**src/rtl/jtframe_ba_arb_pkg.sv**
```systemverilog
// rtl/jtframe_ba_arb_pkg.sv - shared types and constants for the SDRAM bank-port arbiter
package jtframe_ba_arb_pkg;

    typedef enum logic [1:0] {IDLE, REQ, DATA} arb_st_t;

    localparam int DW = 16;

endpackage

```
**src/rtl/jtframe_rr_pick.sv**
```systemverilog
// rtl/jtframe_rr_pick.sv - rotate-and-priority-encode request picker, round-robin or fixed priority
module jtframe_rr_pick
    import jtframe_ba_arb_pkg::*;
#(
    parameter  int SLOTS = 4,
    parameter  bit FIXED = 1'b0,
    localparam int PW    = $clog2(SLOTS)
)(
    input  logic [SLOTS-1:0] req,
    input  logic [PW-1:0]    ptr,
    output logic             any,
    output logic [PW-1:0]    idx
);

    function automatic logic [PW-1:0] slot_at(input int k, input logic [PW-1:0] p);
        return FIXED ? PW'(k) : PW'((int'(p) + k) % SLOTS);
    endfunction

    // Walk from the farthest candidate back to ptr so the closest requester wins.
    always_comb begin
        any = 1'b0;
        idx = '0;
        for (int k = SLOTS - 1; k >= 0; k--) begin
            if (req[slot_at(k, ptr)]) begin
                any = 1'b1;
                idx = slot_at(k, ptr);
            end
        end
    end

endmodule

```
**src/rtl/jtframe_ba_arbiter.sv**
```systemverilog
// rtl/jtframe_ba_arbiter.sv - shares one SDRAM bank port among SLOTS read slots; JTFRAME_BA_ARB_PRIO_EN selects fixed priority
module jtframe_ba_arbiter
    import jtframe_ba_arb_pkg::*;
#(
    parameter int SLOTS = 4,
    parameter int AW    = 22,
    parameter int TOUT  = 255
)(
    input  logic                clk,
    input  logic                rst,
    input  logic [SLOTS-1:0]    slot_req,
    input  logic [SLOTS*AW-1:0] slot_addr,
    output logic [SLOTS-1:0]    slot_ack,
    output logic [SLOTS-1:0]    slot_dok,
    output logic [SLOTS-1:0]    slot_rdy,
    output logic [DW-1:0]       slot_dout,
    output logic                ba_rd,
    output logic [AW-1:0]       ba_addr,
    input  logic                ba_ack,
    input  logic                ba_dst,
    input  logic                ba_dok,
    input  logic                ba_rdy,
    input  logic [DW-1:0]       sdram_dout,
    output logic                busy,
    output logic                tout_err
);

    localparam int PW = $clog2(SLOTS);
`ifdef JTFRAME_BA_ARB_PRIO_EN
    localparam bit FIXED = 1'b1;
`else
    localparam bit FIXED = 1'b0;
`endif
    localparam logic [7:0] WD_LAST = 8'(TOUT - 1);

    arb_st_t       st;
    logic [PW-1:0] ptr;
    logic [PW-1:0] gnt;
    logic [PW-1:0] gnt_next;
    logic [PW-1:0] pick_idx;
    logic          pick_any;
    logic [7:0]    wdog;
    logic          wd_expire;

    jtframe_rr_pick #(
        .SLOTS (SLOTS),
        .FIXED (FIXED)
    ) u_pick (
        .req   (slot_req),
        .ptr   (ptr),
        .any   (pick_any),
        .idx   (pick_idx)
    );

    assign gnt_next  = (int'(gnt) == SLOTS - 1) ? '0 : gnt + 1'b1;
    // A ba_dst in the final cycle restarts the count instead of aborting.
    assign wd_expire = (st == DATA) && !ba_rdy && !ba_dst && (wdog == WD_LAST);
    assign busy      = (st != IDLE);

    always_comb begin
        slot_ack = '0;
        slot_dok = '0;
        slot_rdy = '0;
        case (st)
            REQ: begin
                slot_ack[gnt] = ba_ack;
                slot_rdy[gnt] = ba_ack && ba_rdy;
            end
            DATA: begin
                slot_dok[gnt] = ba_dok;
                slot_rdy[gnt] = ba_rdy || wd_expire;
            end
            default: ;
        endcase
    end

    always_ff @(posedge clk) begin
        if (rst) begin
            st        <= IDLE;
            ptr       <= '0;
            gnt       <= '0;
            ba_rd     <= 1'b0;
            ba_addr   <= '0;
            slot_dout <= '0;
            wdog      <= '0;
            tout_err  <= 1'b0;
        end else begin
            case (st)
                IDLE: begin
                    if (pick_any) begin
                        gnt     <= pick_idx;
                        ba_addr <= slot_addr[int'(pick_idx)*AW +: AW];
                        ba_rd   <= 1'b1;
                        st      <= REQ;
                    end
                end
                REQ: begin
                    if (ba_ack) begin
                        ba_rd <= 1'b0;
                        wdog  <= '0;
                        if (ba_rdy) begin
                            st <= IDLE;
                            if (!FIXED) ptr <= gnt_next;
                        end else begin
                            st <= DATA;
                        end
                    end
                end
                DATA: begin
                    if (ba_dok) slot_dout <= sdram_dout;
                    if (ba_rdy) begin
                        st <= IDLE;
                        if (!FIXED) ptr <= gnt_next;
                    end else if (wd_expire) begin
                        // Lost burst: release the slot but keep its turn in the rotation.
                        st       <= IDLE;
                        tout_err <= 1'b1;
                    end else if (ba_dst) begin
                        wdog <= '0;
                    end else begin
                        wdog <= wdog + 1'b1;
                    end
                end
                default: st <= IDLE;
            endcase
        end
    end

endmodule
```
**config.mk**
```make
export PLATFORM = sky130hd
export DESIGN_NAME = jtframe_ba_arbiter
export DESIGN_NICKNAME = d
export VERILOG_FILES = /design/src/rtl/jtframe_ba_arb_pkg.sv /design/src/rtl/jtframe_rr_pick.sv /design/src/rtl/jtframe_ba_arbiter.sv
export SDC_FILE = /design/constraint.sdc
export NUM_CORES = 1
export LEC_CHECK = 0
export CAP_MARGIN = 15
export CORE_UTILIZATION = 38
export CTS_CLUSTER_SIZE = 28
export DETAILED_ROUTE_END_ITERATION = 16
export PLACE_DENSITY = 0.85
export SLEW_MARGIN = 10
export SYNTH_ARGS = -nofsm -noshare
export SYNTH_HDL_FRONTEND = slang
export SYNTH_SLANG_ARGS = --single-unit
```
**constraint.sdc**
```tcl
create_clock -name clk -period 2.5 [get_ports clk]
set_input_delay 0.25 -clock clk [delete_from_list [all_inputs] [get_ports clk]]
set_output_delay 0.25 -clock clk [all_outputs]
set_load 0.05 [all_outputs]
```
; Yosys cells after proc, flatten, opt, wreduce, memory -nomap -nowiden
; Index checks and enable logic that the tools add are counted.
[op_classes]
n_div = 0
n_reduce_logical = 19
n_mux = 39
addsub = 5
eq_ne = 9
order_cmp = 6
multipliers = 1
shifts = 1
bitwise_logic = 5
[op_table]
columns = operator, count
row1 = variable part select 88 x 8 -> 22 bit, 1
row2 = 2-to-1 mux 8 bit, 4
row3 = 2-to-1 mux 2 bit, 12
row4 = bitwise AND 4 bit, 4
row5 = one-hot mux 8 bit (2 select lines), 1
row6 = "< comparator 2 x 3 -> 1 bit, second input constant", 5
row7 = 2-to-1 mux 1 bit, 11
row8 = AND reduction 3 bit, 3
row9 = "adder 8 x 1 -> 8 bit, second input constant", 1
row10 = binary-select mux 1 bit (select 2 bit), 4
row11 = "equality test 8 bit, second input constant", 1
row12 = 2-to-1 mux 4 bit, 2
row13 = "inequality test 2 bit, second input constant", 4
row14 = one-hot mux 4 bit (2 select lines), 1
row15 = "multiplier 2 x 4 -> 6 bit, second input constant", 1
row16 = one-hot mux 2 bit (3 select lines), 1
row17 = AND reduction 2 bit, 3
row18 = nonzero test 2 bit, 3
row19 = logical AND 1 bit, 5
row20 = "adder 2 x 1 -> 2 bit, second input constant", 2
row21 = "adder 2 bit, second input constant", 2
row22 = "equality test 2 x 1 -> 1 bit, second input constant", 2
row23 = one-hot mux 2 bit (2 select lines), 1
row24 = AND reduction 4 bit, 1
row25 = other kinds (9), 10
[word_totals]
memories = 0
romBits = 0
mem_bits_rw = 0
elab_cells = 93
in_bits = 114
ff_bits = 54
latchBits = 0
output_inout_bits = 53

; Logic depth before layout (Yosys ltp)
; Gate-level depths: netlist (run 1).
[logic_depth]
word_depth = 9
mapped_depth = 8
mapped_depth_nobuf = 7

; Hierarchy
; From an unflattened synthesis (run 1), not the netlist that was laid out.
[hier_totals]
cells_unflattened = 334
hier_area_um2 = 2969.1
[modules_own_cells]
columns = mod, instances, cells_each, seq_area_each_um2, area_each_um2
row1 = jtframe_ba_arbiter, 1, 321, 1081.0, 2891.5
row2 = jtframe_rr_pick, 1, 13, 0.0, 77.6

; Worst setup path before layout (run 1)
; Ideal clock, no wire load.
[synth_timing]
kind = register to output
start = reg st[0]
end = out slot_rdy[0]
path_buffers = 0
required_ns = 2.250
slack_ns = 0.245
path_stages_with_launch = 8
t_arrival_ns = 2.005
cell_sequence = dfxtp_1 -> inv_1 -> ha_1 -> nand2b_1 -> nor4_4 -> nor2_2 -> nor3b_1 -> and2_1
[synth_between]
elab_chain_cells = 7
elab_cells_between_ends = 8
cone_classes = eq/ne (2) / mux (1) / bitwise (1) / reduce/logical (4)
[synth_lines]
columns = element, line
row1 = start: declaration, jtframe_ba_arbiter.sv:36  ; arb_st_t st;
row2 = start signal: assignment, jtframe_ba_arbiter.sv:79  ; st <= IDLE;
row3 = start signal: assignment, jtframe_ba_arbiter.sv:94  ; st <= REQ;
row4 = start signal: assignment, jtframe_ba_arbiter.sv:102  ; st <= IDLE;
row5 = equality test 2 bit, "jtframe_ba_arbiter.sv:57, jtframe_ba_arbiter.sv:64"
row6 = logical AND 1 bit (3 in a row), jtframe_ba_arbiter.sv:57  ; assign wd_expire = (st == DATA) && !ba_rdy && !ba_dst && (wdog == WD_LAST);
row7 = logical OR 1 bit, jtframe_ba_arbiter.sv:71  ; slot_rdy[gnt] = ba_rdy || wd_expire;
row8 = bitwise AND 4 bit (no source line), --
row9 = one-hot mux 4 bit (2 select lines) (*), jtframe_ba_arbiter.sv:64  ; case (st)
row10 = end: declaration, jtframe_ba_arbiter.sv:15  ; output logic [SLOTS-1:0] slot_rdy,
; Every way passes the cells marked *; elsewhere a longest branch is shown, timed or not.

; Worst setup path in the final report (run 1)
[layout_timing]
start = reg st[1]
end = out slot_ack[0]
[layout_between]
elab_chain_cells = 2
[layout_lines]
columns = element, line
row1 = equality test 2 x 1 -> 1 bit, jtframe_ba_arbiter.sv:64
row2 = 2-to-1 mux 4 bit, jtframe_ba_arbiter.sv:64
row3 = end: declaration, jtframe_ba_arbiter.sv:13  ; output logic [SLOTS-1:0] slot_ack,
; No other way between the ends.

==> flow_summary.ini, run 1 <==
[run_status]
outcome = complete, no violations

[synthesis]
async_flop_share = 0
yosys_warnings = 0
synth.largest_area_cell = dfxtp_1
postSynthCellCount = 333
ys_ff_latch = 54
synth_nets = 456
synth_area_um2 = 2840
ys.flop_type = dfxtp_1
synth_seq_area_share = 0.381
ys_types = 32
synth_edf_count = 0
syn_avg_cell_area_um2 = 8.52
synth_top_area_frac = 0.381
synth_area_leaders = dfxtp_1 38%, mux2i_1 16%, nand2_1 9.3%

[placed_design]
gp_congestion = 0.831
io_buffers = 166
dp_hpwl_um = 6670

[timing]
tightestPinTransition_ns = 0.597
skew_ns = 0.00838
max_freq_ghz = 0.419
setup_viol = 0
post-route-period-util = 0.955
final-hold-violation-count = 0
min_period_ns = 2.39
fin_tns_setup_ns = 0
drv_slew = 0
relSlewSlack = 0.600

[power]
p_int_uw = 1530
clkPwrFrac = 0.223
vdd_drop_max_uv = 295
p_comb_frac = 0.364
total_power_uw = 2350
seqPwrFrac = 0.413
powerDensity_nw_per_um2 = 491
p_switching_uw = 820
switching_share = 0.349
p_leak_uw = 0.00173

[clocking]
postCtsSetupRepairBufs = 0
cts_hold_buf = 0
clk_pin_slew_ns = 0.11
cts_buffers = 5
clk_latency_ns = 0.31
root_buffer = clkbuf_8
cts_buffer_depth = 2
htreeDepth = 2
cts.sink_count = 54
cts_tree = yes

[drt]
drtAntennaViolNets = 0
route.detailed.drc = 0
via_per_inst = 5.08
wl_per_cell_um = 14.3
dr.pass1.iters = 5
vias = 3029
wirelength_um = 8520
first_iter_violations = 123

[worst_setup_path]
arrival_ns = 2.14
reg2regPathDepth = 8
cp-start-kind = register
crit_fanout = 10
timing.rr.end = wdog[6]
reg2reg_setup_slack_ns = 0.58
critPathRequiredTime_ns = 2.25
cp-end-kind = output pin
path_class = register to output pin
r2r_start = st[0]

[floorplanning]
die_w_um = 88.4
core.rowCount = 31
pin_count = 167
die_h_um = 88.4
start_util = 0.391
dieArea_um2 = 7820
design.core.area_um2 = 7250

[cells_and_area]
layout_commonest_cell = clkdlybuf4s50_1
final_nets = 619
mostFrequentLayoutCells = 162 x clkdlybuf4s50_1, 70 x nand2_1, 54 x dfxtp_1
syn_to_final_growth_pct = 68.7
diodes = 0
drive_gt1_frac = 0.0604

[job]
maxCapViolCount = 0

[worst_hold_path]
hp-start = slot_dout[14]
hold_depth = 2
min_path_type = register to register
min_to = slot_dout[14]

[global_routing]
grt_usage = 0.217
grt_overflow = 0
grt_first_pass_wirelength_um = 13400
antenna_found_initial = 0
grt_pass1_vias = 2964
grt_max_degree = 45
-- registers in the layout, summed over array words and instances (netlist names) --
signal,flops
ba_addr,22
ba_rd,1
gnt,2
ptr,2
slot_dout,16
st,2
tout_err,1
wdog,8
-- routing by layer --
metal  global-route usage  vias up  wire (um)
met5                    0        -          0
met4               0.0704        0        170
met3               0.0606       16        596
met2                0.387      123       4380
met1                0.250     1381       3380
li1                     -     1509          -
-- Yosys cell counts (2+ instances only) --
cell type	count
a21oi_1	29
and2_1	5
and3_1	8
buf_2	11
clkbuf_1	8
dfxtp_1	54
ha_1	9
inv_1	11
mux2i_1	45
nand2_1	70
nand2b_1	7
nand3_1	5
nand4_1	2
nor2_1	14
nor3_1	3
nor3b_1	2
nor4_1	3
o211ai_1	2
o21ai_0	4
o221ai_1	23
or4_1	2
xnor2_1	6
-- through the flow --
step,worst slack [ns],cells,utilization,hold slack (ns),instance area (um2)
after floorplan,0.245,333,-,0.386,2840
after global placement,0.227,588,0.645,0.441,4680
after detailed placement,0.170,588,0.645,0.450,4680
after CTS,0.0955,596,0.659,0.459,4780
after global routing,-0.00553,596,0.660,0.474,4790
final,0.112,596,0.660,0.463,4790
-- power by group through the flow --
stage	Combinational, uW	Sequential, uW	Clock [uW]
5_1_grt	909	979	582
4_1_cts	853	970	546
2_1_floorplan	267	1180	0
3_3_place_gp	836	986	0
6_report	854	970	525
3_5_place_dp	849	989	0
-- cell type report --
cell class,instances,area (um2)
Inverter,11,41.3
Multi-Input combinational cell,248,1660
Fill cell,604,2460
Tap cell,99,124
Sequential cell,54,1080
Clock buffer,5,68.8
Timing Repair Buffer,176,1790
Clock inverter,3,28.8
-- cells by family (layout without fill, tap and decap cells) --
family	count (synthesis)	count (layout)	share of synthesized area
AOI/OAI and AO/OA	63	63	0.150
and+or+nand+nor	125	125	0.206
adders and majority gates	9	9	0.0397
buffers and inverters	31	195	0.0459
xor gates and xnor gates	6	6	0.0185
DFF	54	54	0.381
muxes	45	45	0.159
-- how the worst max path moves through the flow --
| stage | startpoint | end | slack, ns | cells after the start |
|---|---|---|---|---|
| 6_report | st[1] | slot_ack[0] | 0.11 | 4 |
| 2_1_floorplan | st[0] | slot_rdy[0] | 0.24 | 7 |
| 3_3_place_gp | ba_rdy | slot_rdy[2] | 0.23 | 7 |
| 3_5_place_dp | ba_rdy | slot_rdy[2] | 0.17 | 7 |
| 4_1_cts | st[0] | slot_rdy[2] | 0.1 | 8 |
| 5_1_grt | st[0] | slot_rdy[2] | -0.006 | 8 |
-- worst max-delay path, stage by stage (launching register included) --
cell             delay, ns
dfxtp_1               0.34
inv_1                 0.09
ha_1                  0.36
and3_1                0.23
clkdlybuf4s50_1       0.81
-- timing repair --
action,CTS,global route
hold endpoints to repair,0,0
resized for setup,1,2
endpoints found under the setup margin,4,4
cloned,0,0
No activity file was read; power rests on OpenSTA's default activity.
==> run 2: changes to the inputs <==
TNS_END_PERCENT = 1   (was unset)
==> results of run 2 <==
The final DEF is identical to that of run 1; final timing and power are the same.
